==> src/rtl/pred_npc_gen_if.sv <==
// Fetch-PC generator port bundle: BTB lookup side, redirect inputs and IF-stage group output.
// master = pred_npc_gen, slave = the BTB/IF/backend side that drives the lookup results and redirects.
interface pred_npc_gen_if #(
    parameter int BTBIDLEN = 5
);
    logic [31:0]         fetch_pc;
    logic                hit_0;
    logic                hit_1;
    logic [31:0]         target_0;
    logic [31:0]         target_1;
    logic [BTBIDLEN-1:0] index_0;
    logic [BTBIDLEN-1:0] index_1;
    logic                flush_valid;
    logic [31:0]         flush_target;
    logic                branch_mistaken;
    logic [31:0]         right_target;
    logic                if_ready;
    logic                if_valid;
    logic [31:0]         if_pc;
    logic [1:0]          if_inst_valid;
    logic [1:0]          if_pred_taken;
    logic [31:0]         if_pred_target;
    logic [BTBIDLEN-1:0] if_pred_index;

    modport master (
        output fetch_pc, if_valid, if_pc, if_inst_valid, if_pred_taken, if_pred_target, if_pred_index,
        input  hit_0, hit_1, target_0, target_1, index_0, index_1,
        input  flush_valid, flush_target, branch_mistaken, right_target, if_ready
    );

    modport slave (
        input  fetch_pc, if_valid, if_pc, if_inst_valid, if_pred_taken, if_pred_target, if_pred_index,
        output hit_0, hit_1, target_0, target_1, index_0, index_1,
        output flush_valid, flush_target, branch_mistaken, right_target, if_ready
    );
endinterface

==> src/rtl/pred_npc_gen.sv <==
// Next-fetch-PC generator with 2-slot BTB prediction (prediction enabled by macro BTB_PRED_EN).
// Latency: fetch_pc is pc_q directly; the group looked up this cycle appears on if_* next cycle.
// Backpressure: if_valid & !if_ready holds pc_q and all if_*; redirects override regardless of if_ready.
module pred_npc_gen #(
    parameter int          BTBNUM   = 32,
    parameter int          BTBIDLEN = $clog2(BTBNUM),
    parameter logic [31:0] RESET_PC = 32'h1c000000
) (
    input logic           clk,
    input logic           reset,
    pred_npc_gen_if.master bus
);
    // A single-entry BTB still carries a 1-bit index.
    localparam int IDX_W = (BTBNUM > 1) ? BTBIDLEN : 1;

    typedef enum logic [1:0] {
        S_BOOT,
        S_RUN,
        S_REDIR
    } state_t;

    state_t             state_q, state_d;
    logic [31:0]        pc_q, pc_d;
    logic               if_valid_q, if_valid_d;
    logic [31:0]        if_pc_q, if_pc_d;
    logic [1:0]         if_inst_valid_q, if_inst_valid_d;
    logic [1:0]         if_pred_taken_q, if_pred_taken_d;
    logic [31:0]        if_pred_target_q, if_pred_target_d;
    logic [IDX_W-1:0]   if_pred_index_q, if_pred_index_d;

    logic               launch;
    logic [31:0]        nxt_pc;
    logic [1:0]         nxt_inst_valid;
    logic [1:0]         nxt_pred_taken;
    logic [31:0]        nxt_pred_target;
    logic [IDX_W-1:0]   nxt_pred_index;

    // Group contents and successor PC for the lookup currently on fetch_pc.
    always_comb begin
        nxt_pc          = pc_q + 32'd8;
        nxt_inst_valid  = 2'b11;
        nxt_pred_taken  = 2'b00;
        nxt_pred_target = 32'd0;
        nxt_pred_index  = '0;
`ifdef BTB_PRED_EN
        if (bus.hit_0) begin
            nxt_pc          = {bus.target_0[31:2], 2'b00};
            nxt_inst_valid  = 2'b01;
            nxt_pred_taken  = 2'b01;
            nxt_pred_target = bus.target_0;
            nxt_pred_index  = bus.index_0;
        end else if (bus.hit_1) begin
            nxt_pc          = {bus.target_1[31:2], 2'b00};
            nxt_inst_valid  = 2'b11;
            nxt_pred_taken  = 2'b10;
            nxt_pred_target = bus.target_1;
            nxt_pred_index  = bus.index_1;
        end
`endif
    end

`ifndef BTB_PRED_EN
    logic btb_unused;
    assign btb_unused = ^{bus.hit_0, bus.hit_1, bus.target_0, bus.target_1, bus.index_0, bus.index_1};
`endif

    assign launch = (state_q == S_RUN) && (!if_valid_q || bus.if_ready);

    always_comb begin
        state_d          = state_q;
        pc_d             = pc_q;
        if_valid_d       = if_valid_q;
        if_pc_d          = if_pc_q;
        if_inst_valid_d  = if_inst_valid_q;
        if_pred_taken_d  = if_pred_taken_q;
        if_pred_target_d = if_pred_target_q;
        if_pred_index_d  = if_pred_index_q;

        // Redirects win in every state; the lookup in flight is dropped.
        if (bus.flush_valid) begin
            pc_d       = {bus.flush_target[31:2], 2'b00};
            if_valid_d = 1'b0;
            state_d    = S_REDIR;
        end else if (bus.branch_mistaken) begin
            pc_d       = {bus.right_target[31:2], 2'b00};
            if_valid_d = 1'b0;
            state_d    = S_REDIR;
        end else begin
            case (state_q)
                S_BOOT:  state_d = S_RUN;
                S_REDIR: state_d = S_RUN;
                S_RUN: begin
                    if (launch) begin
                        if_valid_d       = 1'b1;
                        if_pc_d          = pc_q;
                        pc_d             = nxt_pc;
                        if_inst_valid_d  = nxt_inst_valid;
                        if_pred_taken_d  = nxt_pred_taken;
                        if_pred_target_d = nxt_pred_target;
                        if_pred_index_d  = nxt_pred_index;
                    end
                end
                default: state_d = S_BOOT;
            endcase
        end
    end

    always_ff @(posedge clk) begin
        if (reset) begin
            state_q          <= S_BOOT;
            pc_q             <= RESET_PC;
            if_valid_q       <= 1'b0;
            if_pc_q          <= 32'd0;
            if_inst_valid_q  <= 2'b00;
            if_pred_taken_q  <= 2'b00;
            if_pred_target_q <= 32'd0;
            if_pred_index_q  <= '0;
        end else begin
            state_q          <= state_d;
            pc_q             <= pc_d;
            if_valid_q       <= if_valid_d;
            if_pc_q          <= if_pc_d;
            if_inst_valid_q  <= if_inst_valid_d;
            if_pred_taken_q  <= if_pred_taken_d;
            if_pred_target_q <= if_pred_target_d;
            if_pred_index_q  <= if_pred_index_d;
        end
    end

    assign bus.fetch_pc       = pc_q;
    assign bus.if_valid       = if_valid_q;
    assign bus.if_pc          = if_pc_q;
    assign bus.if_inst_valid  = if_inst_valid_q;
    assign bus.if_pred_taken  = if_pred_taken_q;
    assign bus.if_pred_target = if_pred_target_q;
    assign bus.if_pred_index  = if_pred_index_q;
endmodule

==> src/flat_wrapper.sv <==
// flat-port wrapper written by rule: the top's interface ports become plain ports
module pred_npc_gen_flat 
#(
    parameter int          BTBNUM   = 32,
    parameter int          BTBIDLEN = $clog2(BTBNUM),
    parameter logic [31:0] RESET_PC = 32'h1c000000
)
  (clk, reset, bus_fetch_pc, bus_if_valid, bus_if_pc, bus_if_inst_valid, bus_if_pred_taken, bus_if_pred_target, bus_if_pred_index, bus_hit_0, bus_hit_1, bus_target_0, bus_target_1, bus_index_0, bus_index_1, bus_flush_valid, bus_flush_target, bus_branch_mistaken, bus_right_target, bus_if_ready);
  pred_npc_gen_if #(.BTBIDLEN(BTBIDLEN)) bus_i ();
  input logic clk;
  input logic reset;
  output wire logic [$bits(bus_i.fetch_pc)-1:0] bus_fetch_pc;
  output wire logic [$bits(bus_i.if_valid)-1:0] bus_if_valid;
  output wire logic [$bits(bus_i.if_pc)-1:0] bus_if_pc;
  output wire logic [$bits(bus_i.if_inst_valid)-1:0] bus_if_inst_valid;
  output wire logic [$bits(bus_i.if_pred_taken)-1:0] bus_if_pred_taken;
  output wire logic [$bits(bus_i.if_pred_target)-1:0] bus_if_pred_target;
  output wire logic [$bits(bus_i.if_pred_index)-1:0] bus_if_pred_index;
  input wire logic [$bits(bus_i.hit_0)-1:0] bus_hit_0;
  input wire logic [$bits(bus_i.hit_1)-1:0] bus_hit_1;
  input wire logic [$bits(bus_i.target_0)-1:0] bus_target_0;
  input wire logic [$bits(bus_i.target_1)-1:0] bus_target_1;
  input wire logic [$bits(bus_i.index_0)-1:0] bus_index_0;
  input wire logic [$bits(bus_i.index_1)-1:0] bus_index_1;
  input wire logic [$bits(bus_i.flush_valid)-1:0] bus_flush_valid;
  input wire logic [$bits(bus_i.flush_target)-1:0] bus_flush_target;
  input wire logic [$bits(bus_i.branch_mistaken)-1:0] bus_branch_mistaken;
  input wire logic [$bits(bus_i.right_target)-1:0] bus_right_target;
  input wire logic [$bits(bus_i.if_ready)-1:0] bus_if_ready;
  assign bus_fetch_pc = bus_i.fetch_pc;
  assign bus_if_valid = bus_i.if_valid;
  assign bus_if_pc = bus_i.if_pc;
  assign bus_if_inst_valid = bus_i.if_inst_valid;
  assign bus_if_pred_taken = bus_i.if_pred_taken;
  assign bus_if_pred_target = bus_i.if_pred_target;
  assign bus_if_pred_index = bus_i.if_pred_index;
  assign bus_i.hit_0 = bus_hit_0;
  assign bus_i.hit_1 = bus_hit_1;
  assign bus_i.target_0 = bus_target_0;
  assign bus_i.target_1 = bus_target_1;
  assign bus_i.index_0 = bus_index_0;
  assign bus_i.index_1 = bus_index_1;
  assign bus_i.flush_valid = bus_flush_valid;
  assign bus_i.flush_target = bus_flush_target;
  assign bus_i.branch_mistaken = bus_branch_mistaken;
  assign bus_i.right_target = bus_right_target;
  assign bus_i.if_ready = bus_if_ready;
  pred_npc_gen #(.BTBNUM(BTBNUM), .BTBIDLEN(BTBIDLEN), .RESET_PC(RESET_PC)) u_core (.clk(clk), .reset(reset), .bus(bus_i));
endmodule
==> config.mk <==
export PLATFORM = sky130hd
export DESIGN_NAME = pred_npc_gen_flat
export DESIGN_NICKNAME = d
export VERILOG_FILES = /design/src/rtl/pred_npc_gen_if.sv /design/src/rtl/pred_npc_gen.sv /design/src/flat_wrapper.sv
export SDC_FILE = /design/constraint.sdc
export NUM_CORES = 1
export LEC_CHECK = 0
export BUFFER_PORTS_ARGS = -buffer_cell sky130_fd_sc_hd__buf_2
export CORE_MARGIN = 2
export CORE_UTILIZATION = 42
export DETAILED_ROUTE_END_ITERATION = 7
export GPL_TIMING_DRIVEN = 0
export PLACE_DENSITY = 0.89
export SLEW_MARGIN = 20
export SYNTH_ARGS = -nofsm -noshare
export SYNTH_HDL_FRONTEND = slang
export SYNTH_SLANG_ARGS = --single-unit
==> constraint.sdc <==
create_clock -name clk -period 2.4 [get_ports clk]
set_input_delay 0.36 -clock clk [delete_from_list [all_inputs] [get_ports clk]]
set_output_delay 0.36 -clock clk [all_outputs]
set_load 0.05 [all_outputs]
==> metrics <==
total gr overflow 0; Root Driver clkbuf_8; Slew HR 0.452; placed insts 765; DP Worst Slack 0.113 ns; top post-synthesis cells by area dfxtp_1 (35%), nand2_1 (9.1%), buf_4 (9.0%); global placement routability congestion 0.909; pwr dens 585 nW/um^2; Total GRT Usage 0.254; Post-synth EDFFs 0; Detailed Routing Iterations Pass 1 6; initial antenna violation count 0; crit-path max FO 7; area fraction of the dominant cell type after synthesis 0.348; Post-Layout Cell Count 780; setup_tns 0 ns; synthesized area per cell 7.55 sq um; post_cts resized 0; via count 4221; CTS tree built; Routed WL per cell 15.9 microns; ys flop type dfxtp_1; final instance area 4800 sq um; post-route ant nets 0; Die Y 97.7 microns; clk sinks 64; Residual DRC 0; Seq pwr share 0.417; Setup crit start kind flip-flop; Seq cells post-synth 64; Min-Delay Path Class input pin to flip-flop; commonest cells in the netlist nand2_1 (89), dfxtp_1 (64), a21oi_1 (54); Initial Util 0.429; Fill cells 845; synth warn 0; async set-reset flop share out of synthesis 0; Post-CTS Setup Bufs 0; CTS Hold Bufs 0; Hold Violations, Final 0; Max Cap Viol 0; storage element area 1280 sq um; Reg clk slew, reported paths 0.07 ns; Mapped Cells 488; DP Area 4610 sq um; skew final 0.0114 ns; vias in the first global route 3972; Internal 1.81 mW; Layout area overhead 30.3%; first-pass GRT wire length 19500 microns; largest net degree at the start of global routing 11; fin crit share 0.880; nets 814; Worst EP required 2.61 ns; Syn Std Cell Area 3680 sq um; footprint of the multi-input gates 2050 sq um; clock share of power 0.329; max-slew violation count 0; leakage power total 2.16 nW; Setup CP Type flip-flop to flip-flop; Critical Path AT 2.32 ns; fmax 0.473 GHz; vias per cell 5.41; sequential cell area fraction in the yosys report 0.348; worst vdd ir 352 uV; run status completed; most numerous cell in the Yosys netlist nand2_1; TritonCTS buffer count 9; 1st-iter DRT viols 265; switch share 0.354; core area 8590 sq um; std cell rows 34; largest area contributor in the netlist dfxtp_1; RSZ-0062 raised after global routing no; detailed placement HPWL 9400 microns; Die X 97.7 microns; setup violators final 0; n_diodes 0; post-route setup slack 0.287 ns; port buffer count 127; Ports 251; logic gate share of total power 0.254; Final Critical Period 2.11 ns; Yosys cell types 56; Clock Latency Late Sink 0.36 ns; worst slew pin tran 0.820 ns; final WL 12400 microns; crit end category flip-flop; fraction of layout cells with a size suffix above 1 0.298; die area 9540 sq um; H-tree depth 3; switching power of the nets 0.993 mW; clock tree buffer depth 2
==> final timing paths <==
path | startpoint | end | slack, ns | cells past startpoint
min | bus_flush_target[2] | u_core.bus.fetch_pc[2] | 0.24 | 3
min reg2reg | u_core.state_q[1] | u_core.state_q[0] | 0.45 | 1
max reg2reg | u_core.bus.fetch_pc[3] | u_core.bus.fetch_pc[29] | 0.29 | 7
max | u_core.bus.fetch_pc[3] | u_core.bus.fetch_pc[29] | 0.29 | 7
==> layout make-up <==
| class | instances | area share |
|---|---|---|
| multi-input cells | 375 | 0.426 |
| flip-flops and latches | 64 | 0.267 |
| repair buffers | 127 | 0.132 |
| plain buffers | 78 | 0.0970 |
| clock buffers | 11 | 0.0295 |
| well taps | 108 | 0.0282 |
| inverters | 13 | 0.0102 |
| clock inverters | 4 | 0.00939 |
==> cell families after synthesis <==
kind of cell | after synthesis | share of synthesized area
XOR/XNOR | 14 | 0.0333
buffers and inverters | 91 | 0.140
flip-flops | 64 | 0.348
adder cells (fa/ha/maj) | 1 | 0.00340
multiplexers | 5 | 0.0136
other | 1 | 0.00102
AND/OR/NAND/NOR | 184 | 0.235
AO/OA/AOI/OAI | 128 | 0.226
==> metrics by stage <==
stage,utilization,hold slack [ns],power (mW)
floorplan,-,0.422,1.72
global placement,0.537,0.437,1.89
detailed placement,0.537,0.442,1.90
CTS,0.558,0.237,2.80
global route,0.558,0.237,2.92
finish,0.558,0.239,2.81
==> per-layer routing <==
metal | routed length, microns | vias up | GRT usage | share of wire
li1 | - | 1990 | - | -
met1 | 5080 | 1960 | 0.311 | 0.41
met2 | 5820 | 243 | 0.422 | 0.47
met3 | 1180 | 28 | 0.0727 | 0.095
met4 | 334 | 0 | 0.100 | 0.027
met5 | 0 | - | 0 | 0
==> power by group through the flow <==
stage	combinational (mW)	clock, mW	sequential (mW)
finish	0.713	0.923	1.17
global route	0.755	0.988	1.18
CTS	0.707	0.928	1.17
detailed placement	0.705	0	1.19
global placement	0.698	0	1.19
floorplan	0.396	0	1.32
==> worst max-delay path, cell delays in order (launching register included) <==
cell and delay (ns):
dfxtp_1 0.48, ha_1 0.26, nand3_2 0.16, or2_0 0.25
clkbuf_1 0.23, nor3_1 0.27, mux2i_1 0.22, o32ai_1 0.10
==> cells in the final DEF (no fill, tap or decap), drive strengths merged, types with 5 or more instances in the layout <==
cell	count
a21oi	54
xnor2	10
o21bai	5
nor2	37
a211oi	15
nand3	12
nor3	8
nand2	89
buf	178
inv	13
dfxtp	64
nor4	8
nand4	10
clkbuf	38
mux2i	5
o21ai	14
a22oi	6
conb	43
==> registers in the layout, indices dropped and copies added (netlist names) <==
signal	count
u_core.bus.fetch_pc	30
u_core.bus.if_inst_valid	1
u_core.bus.if_pc	30
u_core.bus.if_valid	1
u_core.state_q	2
Note: power is estimated with default switching activity, not from simulation.
